<file path="config.mk">
export PLATFORM = sky130hd
export DESIGN_NAME = dm_arbiter_flat
export DESIGN_NICKNAME = d
export VERILOG_FILES = /design/src/rtl/dm_arbiter_pkg.sv /design/src/rtl/dm_arbiter_if.sv /design/src/rtl/dm_arb_starve_cnt.sv /design/src/rtl/dm_arbiter.sv /design/src/flat_wrapper.sv
export SDC_FILE = /design/constraint.sdc
export NUM_CORES = 1
export LEC_CHECK = 0
export BUFFER_PORTS_ARGS = -buffer_cell sky130_fd_sc_hd__buf_4
export CAP_MARGIN = 20
export CORE_AREA = 4 4 132 134
export DETAILED_ROUTE_END_ITERATION = 10
export DIE_AREA = 0 0 136 138
export GPL_TIMING_DRIVEN = 0
export PLACE_DENSITY = 0.68
export SYNTH_ARGS = -nofsm -noshare
export SYNTH_HDL_FRONTEND = slang
export SYNTH_SLANG_ARGS = --single-unit
</file>
<file path="constraint.sdc">
create_clock -name clk -period 5.17 [get_ports clk]
set_input_delay 0.7755 -clock clk [delete_from_list [all_inputs] [get_ports clk]]
set_output_delay 0.7755 -clock clk [all_outputs]
set_load 0.03 [all_outputs]
</file>
<file path="src/rtl/dm_arbiter_pkg.sv">
// Shared types and helpers for the data-memory arbiter: FSM states, owner IDs,
// default sizing and the address range check.
package dm_arbiter_pkg;
    typedef enum logic {S_IDLE = 1'b0, S_ACCESS = 1'b1} state_t;
    typedef enum logic {OWN_CPU = 1'b0, OWN_DMA = 1'b1} owner_t;

    localparam int DM_WORDS_DEF = 128;

    // One requester's sampled request set
    typedef struct packed {
        logic        we;
        logic [31:0] addr;
        logic [31:0] wdata;
        logic [31:0] inst;
    } dm_req_t;

    function automatic logic addr_oob(input logic [31:0] addr, input int words);
        return {2'b00, addr[31:2]} >= 32'(words);
    endfunction
endpackage

</file>
<file path="src/rtl/dm_arbiter_if.sv">
// Bundle of both requester ports and the dm side. The arbiter sits on the slave
// modport; requesters and the memory itself sit on the master side.
interface dm_arbiter_if;
    logic        req0, we0, ack0, err0;
    logic [31:0] addr0, wdata0, inst0, rdata0;
    logic        req1, we1, ack1, err1;
    logic [31:0] addr1, wdata1, rdata1;
    logic        dm_wea;
    logic [9:0]  dm_addra;
    logic [31:0] dm_dina, dm_inst, dm_douta;

    modport slave (
        input  req0, we0, addr0, wdata0, inst0,
        output ack0, err0, rdata0,
        input  req1, we1, addr1, wdata1,
        output ack1, err1, rdata1,
        output dm_wea, dm_addra, dm_dina, dm_inst,
        input  dm_douta
    );

    modport master (
        output req0, we0, addr0, wdata0, inst0,
        input  ack0, err0, rdata0,
        output req1, we1, addr1, wdata1,
        input  ack1, err1, rdata1,
        input  dm_wea, dm_addra, dm_dina, dm_inst,
        output dm_douta
    );
endinterface

</file>
<file path="src/rtl/dm_arb_starve_cnt.sv">
// Saturating counter of CPU grants handed out while DMA waits; sat tells the
// arbiter the DMA port must win the next grant.
module dm_arb_starve_cnt #(
    parameter int LIMIT = 4,
    parameter int CNT_W = 3
) (
    input  logic clk,
    input  logic rst,
    input  logic inc,
    input  logic clr,
    output logic sat
);
    localparam logic [CNT_W-1:0] LIM = CNT_W'(LIMIT);

    logic [CNT_W-1:0] cnt;

    always_ff @(posedge clk or posedge rst) begin
        if (rst)                  cnt <= '0;
        else if (clr)             cnt <= '0;
        else if (inc && cnt != LIM) cnt <= cnt + 1'b1;
    end

    assign sat = (cnt == LIM);
endmodule

</file>
<file path="src/rtl/dm_arbiter.sv">
// Two-requester arbiter for the single-port dm: CPU has fixed priority, DMA is
// forced through after STARVE_LIMIT back-to-back CPU grants. One access per grant.
module dm_arbiter
    import dm_arbiter_pkg::*;
#(
    parameter int DM_WORDS     = DM_WORDS_DEF,
    parameter int STARVE_LIMIT = 4,
    parameter int CNT_W        = 3
) (
    input  logic         clk,
    input  logic         rst,
    dm_arbiter_if.slave  bus
);
    state_t      state, nxt;
    owner_t      lat_own;
    logic        lat_we, lat_err;
    logic [9:0]  lat_addr;
    logic [31:0] lat_wdata, lat_inst;

    logic    grant, dma_win, sat, cnt_inc, cnt_clr;
    dm_req_t sel;

    assign grant   = (state == S_IDLE) && (bus.req0 || bus.req1);
    assign dma_win = bus.req1 && (!bus.req0 || sat);

    // DMA never contributes a trace instruction
    always_comb begin
        sel = '0;
        if (dma_win) sel = '{we: bus.we1, addr: bus.addr1, wdata: bus.wdata1, inst: '0};
        else         sel = '{we: bus.we0, addr: bus.addr0, wdata: bus.wdata0, inst: bus.inst0};
    end

    assign cnt_inc = grant && !dma_win && bus.req1;
    assign cnt_clr = (grant && dma_win) || (state == S_IDLE && !bus.req1);

    dm_arb_starve_cnt #(.LIMIT(STARVE_LIMIT), .CNT_W(CNT_W)) u_starve (
        .clk (clk),
        .rst (rst),
        .inc (cnt_inc),
        .clr (cnt_clr),
        .sat (sat)
    );

    always_ff @(posedge clk or posedge rst) begin
        if (rst) state <= S_IDLE;
        else     state <= nxt;
    end

    always_comb begin
        nxt = state;
        case (state)
            S_IDLE:   if (grant) nxt = S_ACCESS;
            S_ACCESS: nxt = S_IDLE;
            default:  nxt = S_IDLE;
        endcase
    end

    always_ff @(posedge clk or posedge rst) begin
        if (rst) begin
            lat_own   <= OWN_CPU;
            lat_we    <= 1'b0;
            lat_err   <= 1'b0;
            lat_addr  <= '0;
            lat_wdata <= '0;
            lat_inst  <= '0;
        end else if (grant) begin
            lat_own   <= dma_win ? OWN_DMA : OWN_CPU;
            lat_we    <= sel.we;
            lat_err   <= addr_oob(sel.addr, DM_WORDS);
            lat_addr  <= sel.addr[11:2];
            lat_wdata <= sel.wdata;
            lat_inst  <= sel.inst;
        end
    end

    // Address/data/trace hold their latched values outside ACCESS; strobes only fire in ACCESS
    always_comb begin
        bus.dm_addra = lat_addr;
        bus.dm_dina  = lat_wdata;
        bus.dm_inst  = lat_inst;
        bus.dm_wea   = 1'b0;
        bus.ack0     = 1'b0;
        bus.err0     = 1'b0;
        bus.rdata0   = '0;
        bus.ack1     = 1'b0;
        bus.err1     = 1'b0;
        bus.rdata1   = '0;
        if (state == S_ACCESS) begin
            bus.dm_wea = lat_we && !lat_err;
            if (lat_own == OWN_DMA) begin
                bus.ack1   = 1'b1;
                bus.err1   = lat_err;
                bus.rdata1 = lat_err ? '0 : bus.dm_douta;
            end else begin
                bus.ack0   = 1'b1;
                bus.err0   = lat_err;
                bus.rdata0 = lat_err ? '0 : bus.dm_douta;
            end
        end
    end
endmodule
</file>
<file path="src/flat_wrapper.sv">
// flat-port wrapper written by rule: the top's interface ports become plain ports
module dm_arbiter_flat import dm_arbiter_pkg::*;
#(
    parameter int DM_WORDS     = DM_WORDS_DEF,
    parameter int STARVE_LIMIT = 4,
    parameter int CNT_W        = 3
)
  (clk, rst, bus_req0, bus_we0, bus_addr0, bus_wdata0, bus_inst0, bus_ack0, bus_err0, bus_rdata0, bus_req1, bus_we1, bus_addr1, bus_wdata1, bus_ack1, bus_err1, bus_rdata1, bus_dm_wea, bus_dm_addra, bus_dm_dina, bus_dm_inst, bus_dm_douta);
  dm_arbiter_if bus_i ();
  input  logic clk;
  input  logic rst;
  input wire logic [$bits(bus_i.req0)-1:0] bus_req0;
  input wire logic [$bits(bus_i.we0)-1:0] bus_we0;
  input wire logic [$bits(bus_i.addr0)-1:0] bus_addr0;
  input wire logic [$bits(bus_i.wdata0)-1:0] bus_wdata0;
  input wire logic [$bits(bus_i.inst0)-1:0] bus_inst0;
  output wire logic [$bits(bus_i.ack0)-1:0] bus_ack0;
  output wire logic [$bits(bus_i.err0)-1:0] bus_err0;
  output wire logic [$bits(bus_i.rdata0)-1:0] bus_rdata0;
  input wire logic [$bits(bus_i.req1)-1:0] bus_req1;
  input wire logic [$bits(bus_i.we1)-1:0] bus_we1;
  input wire logic [$bits(bus_i.addr1)-1:0] bus_addr1;
  input wire logic [$bits(bus_i.wdata1)-1:0] bus_wdata1;
  output wire logic [$bits(bus_i.ack1)-1:0] bus_ack1;
  output wire logic [$bits(bus_i.err1)-1:0] bus_err1;
  output wire logic [$bits(bus_i.rdata1)-1:0] bus_rdata1;
  output wire logic [$bits(bus_i.dm_wea)-1:0] bus_dm_wea;
  output wire logic [$bits(bus_i.dm_addra)-1:0] bus_dm_addra;
  output wire logic [$bits(bus_i.dm_dina)-1:0] bus_dm_dina;
  output wire logic [$bits(bus_i.dm_inst)-1:0] bus_dm_inst;
  input wire logic [$bits(bus_i.dm_douta)-1:0] bus_dm_douta;
  assign bus_i.req0 = bus_req0;
  assign bus_i.we0 = bus_we0;
  assign bus_i.addr0 = bus_addr0;
  assign bus_i.wdata0 = bus_wdata0;
  assign bus_i.inst0 = bus_inst0;
  assign bus_ack0 = bus_i.ack0;
  assign bus_err0 = bus_i.err0;
  assign bus_rdata0 = bus_i.rdata0;
  assign bus_i.req1 = bus_req1;
  assign bus_i.we1 = bus_we1;
  assign bus_i.addr1 = bus_addr1;
  assign bus_i.wdata1 = bus_wdata1;
  assign bus_ack1 = bus_i.ack1;
  assign bus_err1 = bus_i.err1;
  assign bus_rdata1 = bus_i.rdata1;
  assign bus_dm_wea = bus_i.dm_wea;
  assign bus_dm_addra = bus_i.dm_addra;
  assign bus_dm_dina = bus_i.dm_dina;
  assign bus_dm_inst = bus_i.dm_inst;
  assign bus_i.dm_douta = bus_dm_douta;
  dm_arbiter #(.DM_WORDS(DM_WORDS), .STARVE_LIMIT(STARVE_LIMIT), .CNT_W(CNT_W)) u_core (.clk(clk), .rst(rst), .bus(bus_i));
endmodule
</file>
==> metrics.txt <==
Internal Pwr Total=1.52 mW; placed instance area=0.00710 mm^2; final count of pins violating max slew=0; synthesized area per cell=7.89 um^2; CTS clock-pin slew for the worst setup and hold paths=0.07 ns; placer congestion estimate=0.874; post-cts repair resize count=0; number of hold violations in the final report=0; Chip Height=138 um; proportion of layout cells with a drive suffix above 1=0.416; area of the mapped netlist=0.00428 mm^2; number of DRC violations after detailed-routing iteration 0=296; crit path DAT=2.36 ns; total setup buffers inserted after CTS=0; Cells after Synth=542; detailed-route vias per instance=4.56; library cell contributing the largest single delay on the critical path=sky130_fd_sc_hd__dfrtp_1; remaining max-slew budget at the tightest pin=0.535; sum of negative setup slack=0 ns; combined area of the multi-input logic cells=0.00190 mm^2; largest stage delay on the critical path=0.56 ns; detailed-routing iteration count for the pre-antenna-repair pass=4; number of warnings reported in the yosys synthesis log=0; vias after detailed routing=5,081; critical setup path kind=reg -> out; gr ovfl total=0; pin count of the biggest net entering global routing=42; Diodes inserted=0; setup violation total in the final timing report=0; relative contribution of sequential cells to total power=0.345; buffer and inverter count on the worst path=3; H-tree levels=3; antenna violations before repair=0; post-route clock skew=0.0107 ns; Final HPWL DP=15,200 um; net switching power figure=0.851 mW; critical path's most frequent cell=sky130_fd_sc_hd__clkbuf_1; core outline area=0.0163 mm^2; cells traversed along the worst timing path=clkbuf_1 -> nand2_1 -> clkbuf_1 -> nor2_1 -> buf_4; DIE WIDTH=136 um; worst ir drop on vdd=0.233 mV; WL per Instance=17.2 um; vias in the first global route=5,043; Pleak=3.74 nW; Max Clk Rate=319 MHz; post-synth top area cell=sky130_fd_sc_hd__dfrtp_1; Max-Cap Viols=0; count of input and output buffers=336; nature of the critical path startpoint=register; CTS sink count=81; crit end category=output pin; combinational share of power=0.352; count of unresolved DRC violations after routing=0; worst-margin pin slew=0.697 ns; number of nets in the layout=1,090; TritonCTS clock tree=built; initial standard-cell utilization of the core=0.263; critical path required time=4.39 ns; drt total wl=19,100 um; unrepaired setup endpoints after global routing=false; path type of the worst min-delay path=in -> async; run status=finished, final reports clean; clock share of power=0.304; Period Utilization, post-route=0.607; root buffer cell=sky130_fd_sc_hd__clkbuf_16; filler cell count=1,652; first-pass GRT wire length=28,500 um; number of buffers inserted by hold repair at cts=0; CP top delay family=buffers and inverters; biggest area contributors in the synthesized netlist=sky130_fd_sc_hd__dfrtp_1, sky130_fd_sc_hd__nand2_1, sky130_fd_sc_hd__nor2_1, sky130_fd_sc_hd__o311ai_1, sky130_fd_sc_hd__nand2b_1; boundary pin count=341; register bit total from synthesis=81; register area share after synthesis=0.474; Clk Latency, worst-skew pair=0.34 ns; number of clock buffers inserted by TritonCTS=9; biggest fanout along the worst timing path=10; final worst path period need=3.14 ns; area share of the leading cell type in the synthesized netlist=0.474; final non-filler cell area=0.00743 mm^2; area added between synthesis and finish=73.8%; antenna-violating nets left=0; power density normalized to cell area=319 mW/mm^2; total routing usage reported by global routing=0.196; Synth cell types=32; switch share=0.359; area of the die=0.0188 mm^2; number of rows created at floorplan=47; Sequential cell area=0.00203 mm^2; Syn Nets=742; Bufs on Longest Clock Path=2
-- cells by family after synthesis --
kind of cell,after synthesis,synth area share
simple gates,292,0.301
compound gates,85,0.137
buf+inv,82,0.0819
flops,81,0.474
fa+ha+maj,2,0.00585
-- per-layer routing --
metal	wire length (um)	global-route usage	part of all wire
met1	7380	0.233	0.39
met2	9500	0.335	0.50
met3	1860	0.0636	0.097
met4	383	0.0610	0.020
met5	0	0	0
-- Yosys cell counts, drive strengths merged --
cell type	instances
nand2	124
dfrtp	81
nor2	78
inv	39
o21ai	36
nand3	35
nand2b	33
o311ai	33
clkbuf	26
buf	17
a31oi	11
nor4	7
nor3	4
a21oi	2
ha	2
nor2b	2
or2	2
or4	2
a21boi	1
a32o	1
and2	1
and3	1
and3b	1
nand4	1
o32a	1
or3	1
-- final timing paths --
check                      cells after the start                   start  slack [ns]                      to
min                                            2                     rst        0.49   u_core.bus.dm_dina[8]
min in group clk                               2   u_core.bus.dm_inst[8]        0.49   u_core.bus.dm_inst[8]
max reg2reg                                    8  u_core.u_starve.cnt[0]        3.04  u_core.bus.dm_addra[5]
min reg2reg                                    2   u_core.bus.dm_inst[8]        0.49   u_core.bus.dm_inst[8]
max                                            5            u_core.state        2.03          bus_rdata1[10]
max in group asynchronous                      3                     rst        4.07          u_core.lat_err
-- power by group through the flow --
stage / clock network (mW) / logic [mW] / registers [mW]
floorplan: 0 / 0.232 / 1.03
global placement: 0 / 0.836 / 0.823
detailed placement: 0 / 0.844 / 0.827
CTS: 0.742 / 0.844 / 0.818
global route: 0.772 / 0.894 / 0.831
finish: 0.720 / 0.834 / 0.818
-- area by class of cell --
cell class | instances | area share
Tap cell | 220 | 0.0370
Sequential cell | 81 | 0.273
Buffer | 43 | 0.0274
Clock inverter | 5 | 0.0114
Clock buffer | 11 | 0.0327
Inverter | 39 | 0.0200
Multi-Input combinational cell | 379 | 0.256
Timing Repair Buffer | 337 | 0.343
-- registers in the layout, summed over array words and instances (netlist names) --
name / flops
u_core.bus.dm_dina: 32
u_core.bus.dm_inst: 32
u_core.bus.dm_addra: 10
u_core.u_starve.cnt: 3
u_core.lat_err: 1
u_core.lat_own: 1
u_core.lat_we: 1
u_core.state: 1
-- per-stage QoR --
step           setup slack, ns  hold slack [ns]  power (mW)  std cells  utilization
3_5_place_dp              2.30            0.476        1.67       1099        0.436
2_1_floorplan             2.31            0.461        1.27        542            -
6_report                  2.03            0.486        2.37       1115        0.456
5_1_grt                   1.80            0.507        2.50       1115        0.456
3_3_place_gp              1.07            0.469        1.66       1098        0.434
4_1_cts                   1.90            0.491        2.40       1115        0.456
-- placed cells by master (no fill, tap or decap), drive strengths merged --
master / synthesis / final
clkinvlp: 0 / 1
or4: 2 / 2
a32o: 1 / 1
clkbuf: 26 / 37
a21oi: 2 / 2
nor2b: 2 / 2
or2: 2 / 2
o21ai: 36 / 36
o32a: 1 / 1
nor4: 7 / 7
and3b: 1 / 1
nand3: 35 / 35
and3: 1 / 1
o311ai: 33 / 33
dfrtp: 81 / 81
nor2: 78 / 78
buf: 17 / 354
or3: 1 / 1
nor3: 4 / 4
bufinv: 0 / 2
inv: 39 / 41
ha: 2 / 2
and2: 1 / 1
nand2: 124 / 124
nand2b: 33 / 33
a21boi: 1 / 1
nand4: 1 / 1
a31oi: 11 / 11
Note: power is estimated with default switching activity, not from simulation.
